$ cat config.mk
export PLATFORM = sky130hd
export DESIGN_NAME = rv32v_load_deserializer
export DESIGN_NICKNAME = d
export VERILOG_FILES = /design/src/rtl/rv32v_load_deserializer.sv
export SDC_FILE = /design/constraint.sdc
export NUM_CORES = 1
export LEC_CHECK = 0
export ABC_AREA = 1
export BUFFER_PORTS_ARGS = -buffer_cell sky130_fd_sc_hd__buf_4
export CAP_MARGIN = 15
export CORE_MARGIN = 4
export CORE_UTILIZATION = 53
export CTS_CLUSTER_DIAMETER = 80
export DETAILED_ROUTE_END_ITERATION = 6
export GPL_TIMING_DRIVEN = 0
export PLACE_DENSITY_LB_ADDON = 0.25
export SETUP_SLACK_MARGIN = 0.05
export SLEW_MARGIN = 20
export SYNTH_ARGS = -nofsm -noshare
export SYNTH_HDL_FRONTEND = slang
export SYNTH_SLANG_ARGS = --single-unit
$ cat constraint.sdc
create_clock -name CLK -period 3.8 [get_ports CLK]
set_input_delay 0.76 -clock CLK [delete_from_list [all_inputs] [get_ports CLK]]
set_output_delay 0.76 -clock CLK [all_outputs]
set_load 0.005 [all_outputs]
$ cat src/rtl/rv32v_load_deserializer.sv
// Vector load return path: gathers per-lane LSC load responses in ascending
// active-lane order and presents them as one lane-parallel writeback group.
module rv32v_load_deserializer #(
  parameter int NUM_LANES = 2
) (
  input  logic                        CLK,
  input  logic                        RST,
  input  logic                        start,
  input  logic [NUM_LANES-1:0]        vlane_mask,
  input  logic [1:0]                  veew,
  input  logic [4:0]                  vuop_num,
  input  logic                        flush,
  input  logic                        resp_valid,
  input  logic [$clog2(NUM_LANES)-1:0] resp_lane,
  input  logic [31:0]                 resp_data,
  input  logic                        wb_ready,
  output logic                        ready,
  output logic                        wb_valid,
  output logic [NUM_LANES*32-1:0]     wb_data,
  output logic [NUM_LANES-1:0]        wb_lane_wen,
  output logic [4:0]                  wb_uop_num,
  output logic                        resp_err
);

  localparam int LW     = $clog2(NUM_LANES);
  localparam int DATA_W = 32;

  typedef enum logic [1:0] {IDLE, COLLECT, WB} state_t;

  state_t                    state_q, state_d;
  logic [NUM_LANES-1:0]      mask_q;
  logic [1:0]                eew_q;
  logic [4:0]                uop_q;
  logic [LW-1:0]             exp_lane_q;
  logic [NUM_LANES*DATA_W-1:0] data_q;
  logic                      err_q, err_d;
  logic                      start_acc, accept;
  logic [LW:0]               first_lane, next_lane;

  // {found, index} of the lowest active lane strictly above 'after'
  function automatic logic [LW:0] next_active(input logic [NUM_LANES-1:0] mask,
                                              input int after);
    logic [LW:0] r;
    r = '0;
    for (int i = NUM_LANES - 1; i >= 0; i--) begin
      if (mask[i] && i > after) r = {1'b1, LW'(i)};
    end
    return r;
  endfunction

  // Encodings 00/01/10 select 8/16/32 bits; the reserved 11 falls to 32
  function automatic logic [DATA_W-1:0] trunc_eew(input logic [1:0] eew,
                                                 input logic [DATA_W-1:0] d);
    case (eew)
      2'b00:   return {24'b0, d[7:0]};
      2'b01:   return {16'b0, d[15:0]};
      default: return d;
    endcase
  endfunction

  assign first_lane = next_active(vlane_mask, -1);
  assign next_lane  = next_active(mask_q, int'(exp_lane_q));

  always_ff @(posedge CLK or posedge RST) begin
    if (RST) state_q <= IDLE;
    else     state_q <= state_d;
  end

  always_comb begin
    state_d   = state_q;
    err_d     = 1'b0;
    start_acc = 1'b0;
    accept    = 1'b0;
    if (flush) begin
      state_d = IDLE;
    end else begin
      case (state_q)
        IDLE: begin
          err_d = resp_valid;
          if (start) begin
            start_acc = 1'b1;
            state_d   = first_lane[LW] ? COLLECT : WB;
          end
        end
        COLLECT: begin
          if (resp_valid) begin
            if (resp_lane == exp_lane_q) begin
              accept = 1'b1;
              if (!next_lane[LW]) state_d = WB;
            end else begin
              err_d = 1'b1;
            end
          end
        end
        WB: begin
          err_d = resp_valid;
          if (wb_ready) state_d = IDLE;
        end
        default: state_d = IDLE;
      endcase
    end
  end

  always_ff @(posedge CLK or posedge RST) begin
    if (RST) begin
      mask_q     <= '0;
      eew_q      <= '0;
      uop_q      <= '0;
      exp_lane_q <= '0;
      data_q     <= '0;
      err_q      <= 1'b0;
    end else begin
      err_q <= err_d;
      if (start_acc) begin
        mask_q     <= vlane_mask;
        eew_q      <= veew;
        uop_q      <= vuop_num;
        exp_lane_q <= first_lane[LW-1:0];
        data_q     <= '0;
      end else if (accept) begin
        for (int i = 0; i < NUM_LANES; i++) begin
          if (exp_lane_q == LW'(i)) data_q[i*DATA_W +: DATA_W] <= trunc_eew(eew_q, resp_data);
        end
        exp_lane_q <= next_lane[LW-1:0];
      end
    end
  end

  assign ready       = (state_q == IDLE);
  assign wb_valid    = (state_q == WB);
  assign wb_data     = data_q;
  assign wb_lane_wen = mask_q;
  assign wb_uop_num  = uop_q;
  assign resp_err    = err_q;

endmodule

==> results of run 1 <==
worst max-delay path, cell delays in order (launching register included):
cell	delay [ns]
dfrtp_1	0.45
inv_1	0.11
nand2_1	0.09
inv_1	0.04
buf_4	0.12
cells by family (layout without fill, tap and decap cells):
logic type | count (synthesis) | in the layout
AO/OA/AOI/OAI | 15 | 15
flip-flops | 77 | 77
AND/OR/NAND/NOR | 285 | 285
buffers and inverters | 49 | 186
cells in the final DEF (no fill, tap or decap), types with 2 or more instances in the layout:
cell,count
dfrtp_1,77
buf_1,4
clkbuf_1,6
bufinv_16,3
buf_2,10
o21ai_1,7
nand4_4,2
nand2_1,172
clkbuf_8,11
nand2_2,3
buf_4,122
nor2_1,33
nand3_1,70
inv_2,2
o21ai_0,7
inv_1,21
buf_6,4
routing by layer:
layer | vias to the layer above | share of wire | track usage
met4 | 0 | 0.012 | 0.1003
met1 | 1574 | 0.42 | 0.3062
met5 | - | 0 | 0
li1 | 1614 | - | -
met3 | 10 | 0.075 | 0.05959
met2 | 101 | 0.50 | 0.4015
registers in the layout, summed over array words and instances (netlist names):
| register | count |
|---|---|
| state_q | 2 |
| wb_lane_wen | 2 |
| eew_q | 2 |
| exp_lane_q | 1 |
| wb_data | 64 |
| wb_uop_num | 5 |
| resp_err | 1 |
stage by stage:
| stage | util | instance area [um2] |
|---|---|---|
| CTS | 0.7442 | 4726 |
| global route | 0.7442 | 4726 |
| global placement | 0.7019 | 4457 |
| finish | 0.7442 | 4726 |
| floorplan | - | 3452 |
| detailed placement | 0.7054 | 4479 |
cell usage after synthesis:
| cell | n | share of area |
|---|---|---|
| a21oi_1 | 1 | 0.0014 |
| buf_1 | 4 | 0.0043 |
| buf_2 | 10 | 0.014 |
| buf_4 | 1 | 0.0022 |
| buf_6 | 4 | 0.013 |
| clkbuf_1 | 6 | 0.0065 |
| dfrtp_1 | 77 | 0.56 |
| inv_1 | 22 | 0.024 |
| inv_2 | 2 | 0.0022 |
| nand2_1 | 172 | 0.19 |
| nand2_2 | 3 | 0.0054 |
| nand3_1 | 70 | 0.10 |
| nand3_2 | 1 | 0.0029 |
| nand4_1 | 1 | 0.0018 |
| nand4_4 | 2 | 0.012 |
| nor2_1 | 33 | 0.036 |
| nor2_2 | 1 | 0.0018 |
| nor2_4 | 1 | 0.0033 |
| nor3_1 | 1 | 0.0014 |
| o21ai_0 | 7 | 0.010 |
| o21ai_1 | 7 | 0.010 |
final timing paths:
| check | slack (ns) | depth (start not counted) | endpoint | start |
|---|---|---|---|---|
| setup reg to reg | 2.19 | 6 | wb_data[8] | state_q[1] |
| setup / recovery | 1.89 | 4 | ready | state_q[0] |
| min in group CLK | 0.49 | 2 | wb_uop_num[1] | wb_uop_num[1] |
| hold / removal | 0.44 | 2 | wb_data[13] | RST |
| hold reg to reg | 0.49 | 2 | wb_uop_num[1] | wb_uop_num[1] |
| max in group asynchronous | 2.78 | 3 | wb_data[2] | RST |
cell type report:
type,count,area share
plain buffers,25,0.02965
repair buffers,122,0.1965
multi-input cells,300,0.2740
clock inverters,4,0.02012
clock buffers,11,0.03204
inverters,24,0.01959
well taps,77,0.02039
flip-flops and latches,77,0.4077
power breakdown:
part | internal, W | switching [W] | total (W)
registers | 0.00115 | 0.000219 | 0.00137
clock network | 0.000468 | 0.000300 | 0.000768
logic | 0.000679 | 0.000664 | 0.00134
total | 0.00230 | 0.00118 | 0.00348
==> impl_results.rst, run 1 <==
.. list-table::
   :header-rows: 1

   * - Metric
     - Value
   * - Run status
     - finished clean
   * - Placeable core region
     - 6350 um2
   * - Initial standard-cell utilization of the core
     - 0.5436
   * - Bufs on Longest Clock Path
     - 2
   * - Share of cell area taken by muxes after synthesis
     - 0
   * - Clock buffer count from CTS
     - 9
   * - WL/cell
     - 14.57 um
   * - Mean instance size in the synthesized netlist
     - 8.103 um2
   * - Combinational family with the most area after synthesis
     - simple AND/OR/NAND/NOR gates
   * - Post-Synth Simple-Gate Area
     - 0.3534
   * - Io pins
     - 122
   * - Sinks on the clock net
     - 77
   * - Share of synthesized cell area in full adder, half adder and majority cells
     - 0
   * - Pre-CTS WS
     - 1.738 ns
   * - Vias after detailed routing
     - 3299
   * - Chip Height
     - 88.71 um
   * - CTS tree
     - built
   * - Critical Path RT
     - 3.04 ns
   * - Number of filler cells placed in the layout
     - 497
   * - Slew headroom
     - 0.6384
   * - F_max
     - 522.9 MHz
   * - Multi-input logic area
     - 1295 um2
   * - Share of post-route cells with drive strength above 1
     - 0.2895
   * - Crit end category
     - output pin
   * - Transition at the pin with the smallest max-transition slack
     - 0.5425 ns
   * - Crit path DAT
     - 1.15 ns
   * - Post-CTS repair timing setup buffer count
     - 0
   * - Count of standard-cell rows
     - 29
   * - Final clock skew
     - 0.008285 ns
   * - Flops & latches, synth
     - 77
   * - Post-Syn Area
     - 3452 um2
   * - Non-filler cells, final
     - 640
   * - Number of nets with antenna violations after routing
     - 0
   * - GRT Resource Usage Total
     - 0.2432
   * - Detailed placer's ending HPWL
     - 6743 um
   * - Largest vdd supply drop
     - 0.0004375 V
   * - Path type of the worst setup path
     - register to output pin
   * - Inserted Diodes
     - 0
   * - H-tree level count
     - 3
   * - Net count reported at finish
     - 607
   * - Synth-to-Final Area Change
     - 36.90%
   * - Number of cells upsized or downsized after cts
     - 0
   * - Finish-stage setup viols
     - 0
   * - Clock transition time at the flip-flop clock pins of the worst setup and hold paths
     - 0.08 ns
   * - Vias per cell
     - 5.155
   * - Hold-fix buffer count after cts
     - 0
   * - Power density of the placed cells
     - 736.9 nW/um2
   * - Clock latency at the later pin of the worst-skew pair
     - 0.35 ns
   * - Unique masters post-synth
     - 21
   * - Die area
     - 7869 um2
   * - Synthesized net count
     - 474
   * - Wire length reported by the detailed router
     - 9322 um
   * - Horiz. Die Dim
     - 88.71 um
   * - Wire length of the first global-routing pass
     - 14700 um
   * - CP Max Fanout
     - 6
   * - Number of detailed-route iterations in the first pass
     - 4
   * - Worst min-delay path category
     - input pin to asynchronous set/reset pin
   * - DRC marker count from the first detailed-route iteration
     - 166
   * - Via count of the first global-routing pass
     - 3245
   * - Compound-cell area share of the yosys netlist
     - 0.02175
   * - Post-layout power
     - 0.003483 W
   * - Cells after Synth
     - 426
   * - GRT overflow
     - 0
   * - Setup repair after global routing missed its margin
     - false
   * - Critical Path Source Type
     - register
   * - Number of placed instances with taps included
     - 625
   * - Maximum number of pins on one net before global-route repair
     - 42
   * - Sequential cell area fraction in the yosys report
     - 0.5582
   * - Root Buffer
     - clkbuf_8
   * - Minimum clock period after layout
     - 1.912 ns
   * - Number of port buffers
     - 121
   * - Tcrit/Tclk final
     - 0.5032
   * - Yosys Warn Count
     - 0
   * - Final count of pins violating max slew
     - 0
   * - Static leakage power
     - 2.698 nW
   * - Worst slack on hold paths
     - 0.4378 ns
   * - Antenna violations before repair
     - 0
   * - Placer congestion estimate
     - 0.8591
   * - DRC violation count after routing
     - 0
   * - Final sum of negative setup slack
     - 0 ns
   * - Number of max-cap violations
     - 0
   * - Final setup margin
     - 1.888 ns
   * - Sequential cell area
     - 1927 um2
   * - Post-Synth XOR/XNOR Area
     - 0
   * - Total count of hold-check failures in the final report
     - 0
Note: power is estimated with default switching activity, not from simulation.
==> run 2: changes to the inputs <==
--- a/config.mk
+++ b/config.mk
@@ -5,11 +5,11 @@
 export SDC_FILE = /design/constraint.sdc
 export NUM_CORES = 1
 export LEC_CHECK = 0
-export ABC_AREA = 1
+export ABC_AREA = 0
 export BUFFER_PORTS_ARGS = -buffer_cell sky130_fd_sc_hd__buf_4
 export CAP_MARGIN = 15
 export CORE_MARGIN = 4
-export CORE_UTILIZATION = 53
+export CORE_UTILIZATION = 50
 export CTS_CLUSTER_DIAMETER = 80
 export DETAILED_ROUTE_END_ITERATION = 6
 export GPL_TIMING_DRIVEN = 0
==> constraint.sdc (replaced) <==
create_clock -name CLK -period 1.9 [get_ports CLK]
set_input_delay 0.38 -clock CLK [delete_from_list [all_inputs] [get_ports CLK]]
set_output_delay 0.38 -clock CLK [all_outputs]
set_load 0.005 [all_outputs]
==> impl_results.rst, run 2 <==
.. list-table::
   :header-rows: 1

   * - Metric
     - Value
   * - Run status
     - finished clean (unchanged)
   * - Async set-or-reset flop fraction in the synthesized netlist
     - 1.000 (unchanged)
   * - Most frequent cells after synthesis
     - dfrtp_1 (77), a21oi_1 (66), o21ai_0 (59) (was nand2_1 (172), dfrtp_1 (77), nand3_1 (70))
   * - Initial standard-cell utilization of the core
     - 0.5156 (was 0.5436)
   * - Via count of the first global-routing pass
     - 3315 (was 3245)
   * - Finish-stage setup viols
     - 0 (unchanged)
   * - WL/cell
     - 16.65 um (was 14.57 um)
   * - Critical Path Source Type
     - register (unchanged)
   * - Delay of the slowest cell on the worst path
     - 0.42 ns (was 0.45 ns)
   * - Sequential cell area
     - 1927 um2 (unchanged)
   * - Number of detailed-route iterations in the first pass
     - 5 (was 4)
   * - DR WL met3
     - 670 um (was 701 um)
   * - GRT Resource Usage Total
     - 0.2335 (was 0.2432)
   * - Post-CTS repair timing setup buffer count
     - 0 (unchanged)
   * - Root Buffer
     - clkbuf_8 (unchanged)
   * - Sinks on the clock net
     - 77 (unchanged)
   * - GRT overflow
     - 0 (unchanged)
   * - Final clock skew
     - 0.009318 ns (was 0.008285 ns)
   * - F_max
     - 604.4 MHz
   * - Top Family by Delay on Critical Path
     - buffers and inverters (was flip-flops)
   * - R2r setup slk
     - 0.25 ns (was 2.19 ns)
   * - CTS tree
     - built (unchanged)
   * - Most frequent standard cell in the layout excluding fill and tap cells
     - buf_4 (was nand2_1)
   * - Number of cells upsized or downsized after cts
     - 0 (unchanged)
   * - Cells after Synth
     - 355 (was 426)
   * - Largest register FFs
     - 64 (unchanged)
   * - Post-Syn Area
     - 3522 um2 (was 3452 um2)
   * - Inserted Diodes
     - 0 (unchanged)
   * - Cells along the critical path
     - clkbuf_1, buf_1, nand4_1, a21oi_1 (was inv_1, nand2_1, inv_1, buf_4)
   * - End of the worst register-to-register path
     - wb_data[28] (was wb_data[8])
   * - Met2 Wirelength
     - 4903 um (was 4619 um)
   * - Wire length reported by the detailed router
     - 9824 um (was 9322 um)
   * - Largest vdd supply drop
     - 0.0005387 V (was 0.0004375 V)
   * - Top library cells by usage in the layout, fill and taps aside
     - buf_4 (130), dfrtp_1 (77), a21oi_1 (66), o21ai_0 (59) (was nand2_1 (172), buf_4 (122), dfrtp_1 (77), nand3_1 (70), nor2_1 (33))
   * - Final setup margin
     - 0.2456 ns (was 1.888 ns)
   * - Total count of hold-check failures in the final report
     - 0 (unchanged)
   * - Detailed placer's ending HPWL
     - 7579 um (was 6743 um)
   * - Sequential cell area fraction in the yosys report
     - 0.5471 (was 0.5582)
   * - Final count of pins violating max slew
     - 0 (unchanged)
   * - Bufs on Longest Clock Path
     - 2 (unchanged)
   * - Setup repair after global routing missed its margin
     - false (unchanged)
   * - Library cell contributing the largest single delay on the critical path
     - dfrtp_1 (unchanged)
   * - Biggest area contributors in the synthesized netlist
     - dfrtp_1 (55%), a21oi_1 (9.4%), o21ai_0 (8.4%) (was dfrtp_1 (56%), nand2_1 (19%), nand3_1 (10%))
   * - Clock transition time at the flip-flop clock pins of the worst setup and hold paths
     - 0.08 ns (about the same)
   * - Path type of the worst setup path
     - register to register (was register to output pin)
   * - Power density of the placed cells
     - 773.8 nW/um2 (was 736.9 nW/um2)
   * - Synthesized net count
     - 403 (was 474)
   * - Horiz. Die Dim
     - 91.93 um (was 88.71 um)
   * - Vias per cell
     - 5.681 (was 5.155)
   * - Top routing layer used
     - met4 (unchanged)
   * - Mean instance size in the synthesized netlist
     - 9.921 um2 (was 8.103 um2)
   * - Final sum of negative setup slack
     - 0 ns (unchanged)
   * - Crit end category
     - register (was output pin)
   * - Share of post-route cells with drive strength above 1
     - 0.3401 (was 0.2895)
   * - DRC violation count after routing
     - 0 (unchanged)
   * - Most common flop cell mapped by yosys
     - dfrtp_1 (unchanged)
   * - Number of port buffers
     - 121 (unchanged)
   * - DRC marker count from the first detailed-route iteration
     - 161 (was 166)
   * - Unique masters post-synth
     - 30 (was 21)
   * - Critical Path RT
     - 2.16 ns (was 3.04 ns)
   * - Critical path buffer and inverter count
     - 2 (was 3)
   * - Worst min-delay path category
     - input pin to asynchronous set/reset pin (unchanged)
   * - Number of nets with antenna violations after routing
     - 0 (unchanged)
   * - Most frequent cell after synthesis
     - dfrtp_1 (was nand2_1)
   * - Transition at the pin with the smallest max-transition slack
     - 0.5568 ns (was 0.5425 ns)
   * - Vias after detailed routing
     - 3352 (was 3299)
   * - Multi-input logic area
     - 1344 um2 (was 1295 um2)
   * - Synth top area share
     - 0.5471 (was 0.5582)
   * - Io pins
     - 122 (unchanged)
   * - Post-layout power
     - 0.003690 W (was 0.003483 W)
   * - H-tree level count
     - 3 (unchanged)
   * - Maximum number of pins on one net before global-route repair
     - 36 (was 42)
   * - Chip Height
     - 91.93 um (was 88.71 um)
   * - Number of max-cap violations
     - 0 (unchanged)
   * - Instance count on the critical path
     - 4 (unchanged)
   * - Clock latency at the later pin of the worst-skew pair
     - 0.34 ns (was 0.35 ns)
   * - Number of filler cells placed in the layout
     - 576 (was 497)
   * - Static leakage power
     - 2.229 nW (was 2.698 nW)
   * - Minimum clock period after layout
     - 1.654 ns
   * - Yosys Warn Count
     - 0 (unchanged)
   * - Depth of the most critical reg-to-reg path
     - 4 (was 6)
   * - Tcrit/Tclk final
     - 0.8708
   * - Crit path DAT
     - 1.92 ns (was 1.15 ns)
   * - Count of standard-cell rows
     - 30 (was 29)
   * - Clock buffer count from CTS
     - 9 (unchanged)
   * - Wire length of the first global-routing pass
     - 15720 um (was 14700 um)
   * - Placeable core region
     - 6832 um2 (was 6350 um2)
   * - Pre-CTS WS
     - 0.2524 ns (was 1.738 ns)
   * - Met1 WL
     - 4039 um (was 3885 um)
   * - Placer congestion estimate
     - 0.9137 (was 0.8591)
   * - Die area
     - 8451 um2 (was 7869 um2)
   * - Hold-fix buffer count after cts
     - 0 (unchanged)
   * - Largest area contributor in the synthesized netlist
     - dfrtp_1 (unchanged)
   * - Count of flip-flops with a built-in enable after synthesis
     - 0 (unchanged)
   * - Net count reported at finish
     - 537 (was 607)
   * - Worst slack on hold paths
     - 0.08731 ns (was 0.4378 ns)
   * - Antenna violations before repair
     - 0 (unchanged)
   * - Flops & latches, synth
     - 77 (unchanged)
   * - Slew headroom
     - 0.6280 (was 0.6384)
   * - Synth-to-Final Area Change
     - 35.38% (was 36.90%)
   * - Reg2Reg Launch Point
     - eew_q[1] (was state_q[1])
   * - CP Max Fanout
     - 10 (was 6)
[run 2: cell count changes in the layout (fill, tap and decap cells not counted), moves of 30 or more]
cell     delta
nand2_1   -170
nand4_1    +31
nand3_1    -38
a21oi_1    +65
o21ai_0    +52
nor2_1     -30
[run 2: stage by stage]
stage,instances,area (um2),util
2_1_floorplan,355,3526,-
3_5_place_dp,574,4602,0.6736
3_3_place_gp,572,4554,0.6667
5_1_grt,590,4768,0.6980
4_1_cts,590,4768,0.6980
6_report,590,4768,0.6980
[run 2: area by class of cell]
type,count,area share
clock buffers,9,0.02598
multi-input cells,234,0.2818
clock inverters,7,0.008922
repair buffers,123,0.2005
flip-flops and latches,77,0.4041
well taps,96,0.02519
plain buffers,42,0.05117
inverters,2,0.002362
[run 2: per-layer routing]
layer  vias to the layer above  GRT usage
met5                         -          0
met4                         0    0.07302
met3                        23    0.06727
met2                       125     0.3972
met1                      1636     0.2870
li1                       1568          -
[run 2: kinds of logic after synthesis]
family                 Yosys count  synth area share
AO/OA/AOI/OAI                  145            0.2153
XOR/XNOR                         1          0.002487
buffers and inverters           44           0.07140
AND/OR/NAND/NOR                 79            0.1350
flip-flops                      77            0.5471
multiplexers                     9           0.02878
[run 2: where the power goes]
part | internal [W] | switching [W] | total [W]
combinational | 0.000358 | 0.000460 | 0.000818
sequential | 0.00175 | 0.0000699 | 0.00182
clock | 0.000466 | 0.000588 | 0.00105
total | 0.00257 | 0.00112 | 0.00369
[run 2: how the worst max path moves through the flow]
stage                    start             end
finish                eew_q[1]     wb_data[28]
global route        exp_lane_q      wb_data[5]
CTS                 state_q[0]  wb_lane_wen[0]
detailed placement   resp_lane      wb_data[5]
global placement           RST     wb_data[39]
floorplan           state_q[0]        eew_q[0]
